<file path="src/rtl/position_telemetry_tx.sv">
// rtl/position_telemetry_tx.sv - framed, checksummed serial transmitter for x/y/z position telemetry
//
// Purpose:
//   One send request snapshots pos_x/pos_y/pos_z and their truncated sum, then
//   shifts out SYNC, X, Y, Z and the checksum MSB first as one contiguous burst,
//   followed by a one-cycle done pulse.
// Ports:
//   clk       system clock, posedge
//   rst       synchronous active-high reset
//   send      frame request, level-sampled while not busy
//   pos_x/y/z axis position words (WIDTH bits, unsigned)
//   busy      frame bits in flight
//   tx_valid  tx_bit carries a frame bit
//   tx_bit    serial data, MSB first
//   done      one-cycle pulse after the last frame bit

module ripple_adder #(
  parameter int W = 8
) (
  input  logic [W-1:0] i_a,
  input  logic [W-1:0] i_b,
  output logic [W-1:0] o_sum
);
  // Carry out of the top bit is never formed: the sum is modulo 2^W.
  logic [W-1:0] w_c;
  assign w_c[0] = 1'b0;
  genvar gi;
  generate
    for (gi = 0; gi < W; gi++) begin : g_fa
      assign o_sum[gi] = i_a[gi] ^ i_b[gi] ^ w_c[gi];
      if (gi < W - 1) begin : g_carry
        assign w_c[gi+1] = (i_a[gi] & i_b[gi]) | (w_c[gi] & (i_a[gi] ^ i_b[gi]));
      end
    end
  endgenerate
endmodule

module position_telemetry_tx #(
  parameter int         WIDTH = 8,
  parameter logic [7:0] SYNC  = 8'hA5
) (
  input  logic             clk,
  input  logic             rst,
  input  logic             send,
  input  logic [WIDTH-1:0] pos_x,
  input  logic [WIDTH-1:0] pos_y,
  input  logic [WIDTH-1:0] pos_z,
  output logic             busy,
  output logic             tx_valid,
  output logic             tx_bit,
  output logic             done
);
  localparam int MAXW = (WIDTH > 8) ? WIDTH : 8;
  localparam int CW   = $clog2(MAXW);

  typedef enum logic [2:0] {
    S_IDLE, S_SYNC, S_XW, S_YW, S_ZW, S_CSUM, S_DONE
  } state_t;

  state_t           r_state, w_next_state;
  logic [CW-1:0]    r_cnt, w_next_cnt;
  logic [WIDTH-1:0] r_x, r_y, r_z, r_chk;
  logic             r_busy, r_tx_valid, r_tx_bit, r_done;
  logic             w_load;
  logic             w_next_busy, w_next_bit;
  logic [WIDTH-1:0] w_sum_xy, w_sum;

  ripple_adder #(.W(WIDTH)) u_add_xy  (.i_a(pos_x),    .i_b(pos_y), .o_sum(w_sum_xy));
  ripple_adder #(.W(WIDTH)) u_add_xyz (.i_a(w_sum_xy), .i_b(pos_z), .o_sum(w_sum));

  // Next state and bit counter; r_cnt is the index of the bit currently on tx_bit.
  always_comb begin
    w_next_state = r_state;
    w_next_cnt   = r_cnt;
    w_load       = 1'b0;
    case (r_state)
      S_IDLE, S_DONE: begin
        if (send) begin
          w_next_state = S_SYNC;
          w_next_cnt   = CW'(7);
          w_load       = 1'b1;
        end else begin
          w_next_state = S_IDLE;
        end
      end
      S_SYNC, S_XW, S_YW, S_ZW, S_CSUM: begin
        if (r_cnt == '0) begin
          w_next_cnt = CW'(WIDTH - 1);
          case (r_state)
            S_SYNC:  w_next_state = S_XW;
            S_XW:    w_next_state = S_YW;
            S_YW:    w_next_state = S_ZW;
            S_ZW:    w_next_state = S_CSUM;
            default: w_next_state = S_DONE;
          endcase
        end else begin
          w_next_cnt = r_cnt - CW'(1);
        end
      end
      default: w_next_state = S_IDLE;
    endcase
  end

  // Outputs are decoded from the next state so they can be registered
  // alongside it. Entering SYNC needs no snapshot; later words read snapshot
  // registers that were loaded at the start edge.
  always_comb begin
    w_next_busy = 1'b0;
    w_next_bit  = 1'b0;
    case (w_next_state)
      S_SYNC: begin w_next_busy = 1'b1; w_next_bit = SYNC[w_next_cnt[2:0]]; end
      S_XW:   begin w_next_busy = 1'b1; w_next_bit = r_x[w_next_cnt];       end
      S_YW:   begin w_next_busy = 1'b1; w_next_bit = r_y[w_next_cnt];       end
      S_ZW:   begin w_next_busy = 1'b1; w_next_bit = r_z[w_next_cnt];       end
      S_CSUM: begin w_next_busy = 1'b1; w_next_bit = r_chk[w_next_cnt];     end
      default: ;
    endcase
  end

  always_ff @(posedge clk) begin
    if (rst) begin
      r_state    <= S_IDLE;
      r_cnt      <= '0;
      r_busy     <= 1'b0;
      r_tx_valid <= 1'b0;
      r_tx_bit   <= 1'b0;
      r_done     <= 1'b0;
    end else begin
      r_state    <= w_next_state;
      r_cnt      <= w_next_cnt;
      r_busy     <= w_next_busy;
      r_tx_valid <= w_next_busy;
      r_tx_bit   <= w_next_bit;
      r_done     <= (w_next_state == S_DONE);
    end
  end

  // Snapshot is held for the whole frame so pos_* may change freely.
  always_ff @(posedge clk) begin
    if (rst) begin
      r_x   <= '0;
      r_y   <= '0;
      r_z   <= '0;
      r_chk <= '0;
    end else if (w_load) begin
      r_x   <= pos_x;
      r_y   <= pos_y;
      r_z   <= pos_z;
      r_chk <= w_sum;
    end
  end

  assign busy     = r_busy;
  assign tx_valid = r_tx_valid;
  assign tx_bit   = r_tx_bit;
  assign done     = r_done;
endmodule

</file>
<file path="config.mk">
export PLATFORM = sky130hd
export DESIGN_NAME = position_telemetry_tx
export DESIGN_NICKNAME = d
export VERILOG_FILES = /design/src/rtl/position_telemetry_tx.sv
export SDC_FILE = /design/constraint.sdc
export NUM_CORES = 1
export LEC_CHECK = 0
export ABC_AREA = 0
export CORE_MARGIN = 2
export CORE_UTILIZATION = 39
export CTS_BUF_LIST = sky130_fd_sc_hd__clkbuf_4
export DETAILED_ROUTE_END_ITERATION = 10
export PLACE_DENSITY_LB_ADDON = 0.25
export RECOVER_POWER = 25
export SYNTH_ARGS = -nofsm -noshare
export SYNTH_HDL_FRONTEND = slang
export SYNTH_SLANG_ARGS = --single-unit
</file>
<file path="constraint.sdc">
create_clock -name clk -period 6.6 [get_ports clk]
set_input_delay 1.32 -clock clk [delete_from_list [all_inputs] [get_ports clk]]
set_output_delay 1.32 -clock clk [all_outputs]
set_load 0.03 [all_outputs]
</file>
==> results by group <==
Outcome
  • Status: complete, but fails checks
  • Failing checks: capacitance limit, slew limit

Logic synthesis
  • Synth top area cells: dfxtp_1, fa_1, nand2_1
  • Register area share after synthesis: 34.6%
  • Most common library cells after synthesis: nand2_1, dfxtp_1, a21oi_1, inv_1, nor2_1
  • Ys flop type: dfxtp_1
  • Synth Cell Area: 2370 um^2
  • Post-Syn Nets: 326
  • Synth area leader: dfxtp_1
  • Synth unique cells: 43
  • Synthesis Warnings: 0
  • #FFs+latches synth: 41
  • Mapped Avg Cell Area: 8.39 um^2
  • Cells after Synth: 283
  • EDFF count, synth: 0
  • Post-synth ARST share: 0%
  • Yosys top cell area share: 34.6%
  • Top-count cell post-synth: nand2_1

GRT
  • First-pass GRT wire length: 9.15 mm
  • Total grt overflow: 0
  • Number of global-route vias before repair: 1,906
  • Initial antenna violation count: 0
  • Largest net degree at the start of global routing: 43
  • Tot GR Track Use: 18.0%

STA
  • Final setup fails: 0
  • Fmax: 198 MHz
  • Clock period minus worst slack: 5.04 ns
  • Max-slew violation count: 41
  • Hold_ws: 0.465 ns
  • Worst Tran Pin Value: 1.84 ns
  • Post-route clock skew: 0.0140 ns
  • Final Cycle Share: 76.4%
  • Max-Slew Margin vs Limit: -22.9%
  • Fin. Hold Viols: 0
  • Setup TNS Final: 0 ns
  • Unrepaired setup endpoints after global routing: false

Cells and area
  • Final instance area: 2800 um^2
  • Layout net count: 347
  • N_diodes: 0
  • Filler instances: 594
  • Synth-to-Final Area Change: 17.8%
  • Share of layout cells above drive strength 1: 7.87%

Setup path
  • WP data required: 6.88 ns
  • CP max-delay cell: clkdlybuf4s50_1
  • Critical path's top delay family: adder cells
  • Crit Path Class: in -> reg
  • CP dominant cell by count: fa_1
  • Max incr delay on CP: 0.43 ns
  • Critical path capture point type: flop
  • CP Cell Sequence: clkdlybuf4s50_1, ha_1, fa_1, inv_1, fa_1, fa_1, fa_1, fa_1, fa_1, fa_1, xnor2_1, xnor2_1, nand2_1, a21oi_1
  • Worst Path Arrival: 5.32 ns
  • Crit Path Max Fanout: 2
  • Critical path startpoint category: primary input
  • Worst path buffer plus inverter count: 2

Clocking
  • Worst skew pair latency: 0.36 ns
  • H-tree depth: 2
  • Clock Tree Buf Depth: 2
  • Clk slew on worst S/H paths: 0.13 ns
  • Clock root buffer: clkbuf_4
  • Sink Count: 41
  • Setup Buffers After CTS: 0
  • CTS tree: yes
  • Gates resized, CTS repair: 0
  • Num CTS Buffers: 5
  • Hold_buf cts: 0

Routing
  • DRT iter0 DRCs: 171
  • Mean routed wirelength per cell: 14.2 um
  • Antenna-violating nets left: 0
  • Vias per cell: 5.11
  • Vias: 1,940
  • Drt drc: 0
  • TritonRoute pass-1 iters: 4
  • Detailed Route WL: 5.41 mm

Job
  • Max Cap Violations: 1

Worst hold path
  • Worst min path class: reg -> reg

Power and ir drop
  • Leakage: 1.12 nW
  • Worst VDD drop: 0.159 mV
  • Pwr dens: 285 nW/um^2

Placement
  • Port Buffers: 30
  • Post-DP Area: 2700 um^2
  • Hpwl dp: 3.97 mm
  • RePlAce Congestion: 0.830

Floorplanning
  • Die area: 6730 um^2
  • I/O pin count: 31
  • Die width: 82.0 um
  • Core ar.: 5890 um^2
  • Chip Height: 82.0 um
  • Std cell rows: 28
  • Initial Util: 40.3%
final timing paths:
check | from | to | slack (ns) | cells past startpoint
worst max-delay path | pos_x[0] | r_chk[7] | 1.56 | 14
worst min-delay path | r_z[4] | r_z[4] | 0.46 | 2
worst min register to register | r_z[4] | r_z[4] | 0.46 | 2
worst max register to register | r_state[2] | tx_bit | 3.41 | 8
flip-flops by register name, summed over array words and instances, names as in the netlist:
signal    count
r_cnt         3
r_x           8
tx_bit        1
r_y           8
r_z           8
done          1
tx_valid      1
r_state       3
r_chk         8
routing by layer:
layer  GRT usage (%)  vias up  part of all wire (%)
li1                -      984                     -
met4            6.50        0                   1.3
met3            3.96       10                   3.8
met2            28.4       46                    48
met5               0        -                     0
met1            24.3      900                    47
final cells by class:
class	instances	area, um^2	area share [%]
well taps	75	93.8	3.36
clock inverters	3	65.1	2.33
clock buffers	5	37.5	1.34
flip-flops and latches	41	821	29.4
repair buffers	32	312	11.1
inverters	22	82.6	2.95
multi-input cells	202	1390	49.5
per-stage QoR:
stage | instances | power (W) | setup slack [ns] | util [%]
detailed placement | 372 | 0.000596 | 1.18 | 45.8
global route | 380 | 0.000853 | 1.40 | 47.5
global placement | 372 | 0.000592 | 1.25 | 45.8
CTS | 380 | 0.000804 | 1.57 | 47.6
floorplan | 283 | 0.000523 | 1.78 | -
finish | 380 | 0.000798 | 1.56 | 47.5
report_power, final:
part           internal [W]  switching, W
registers          0.000277     0.0000235
clock network      0.000117     0.0000901
logic              0.000126      0.000163
total              0.000521      0.000277
cell usage in the layout, fill, tap and decap left out, drive strengths merged, types with 3 or more instances in the layout:
cell type      netlist  final
fa                  12     12
o21ai                8      8
ha                   4      4
nor2                16     16
a21oi               31     31
a211oi               7      7
xnor2                5      5
dfxtp               41     41
nor2b                3      3
inv                 22     22
clkdlybuf4s50        0     26
mux2i               15     15
mux2                 6      6
clkbuf              11      6
a31oi                4      4
nand2               63     63
dlygate4sd3          0      4
nor3                 5      5
worst reg2reg max path: cells and delay by family, from the launching register on:
family,cells,cell delay [ns]
XOR/XNOR,1,0.19
multiplexers,1,0.24
flip-flops,1,0.67
AND/OR/NAND/NOR,1,0.73
AO/OA/AOI/OAI,5,1.29
cells by family after synthesis:
| group | synth area share (%) |
|---|---|
| and+or+nand+nor | 17.6 |
| muxes | 9.33 |
| adders and majority gates | 12.2 |
| AOI/OAI and AO/OA | 16.6 |
| buffers and inverters | 7.11 |
| DFF | 34.6 |
| xor gates and xnor gates | 2.58 |
(Power assumes the default switching activity.)
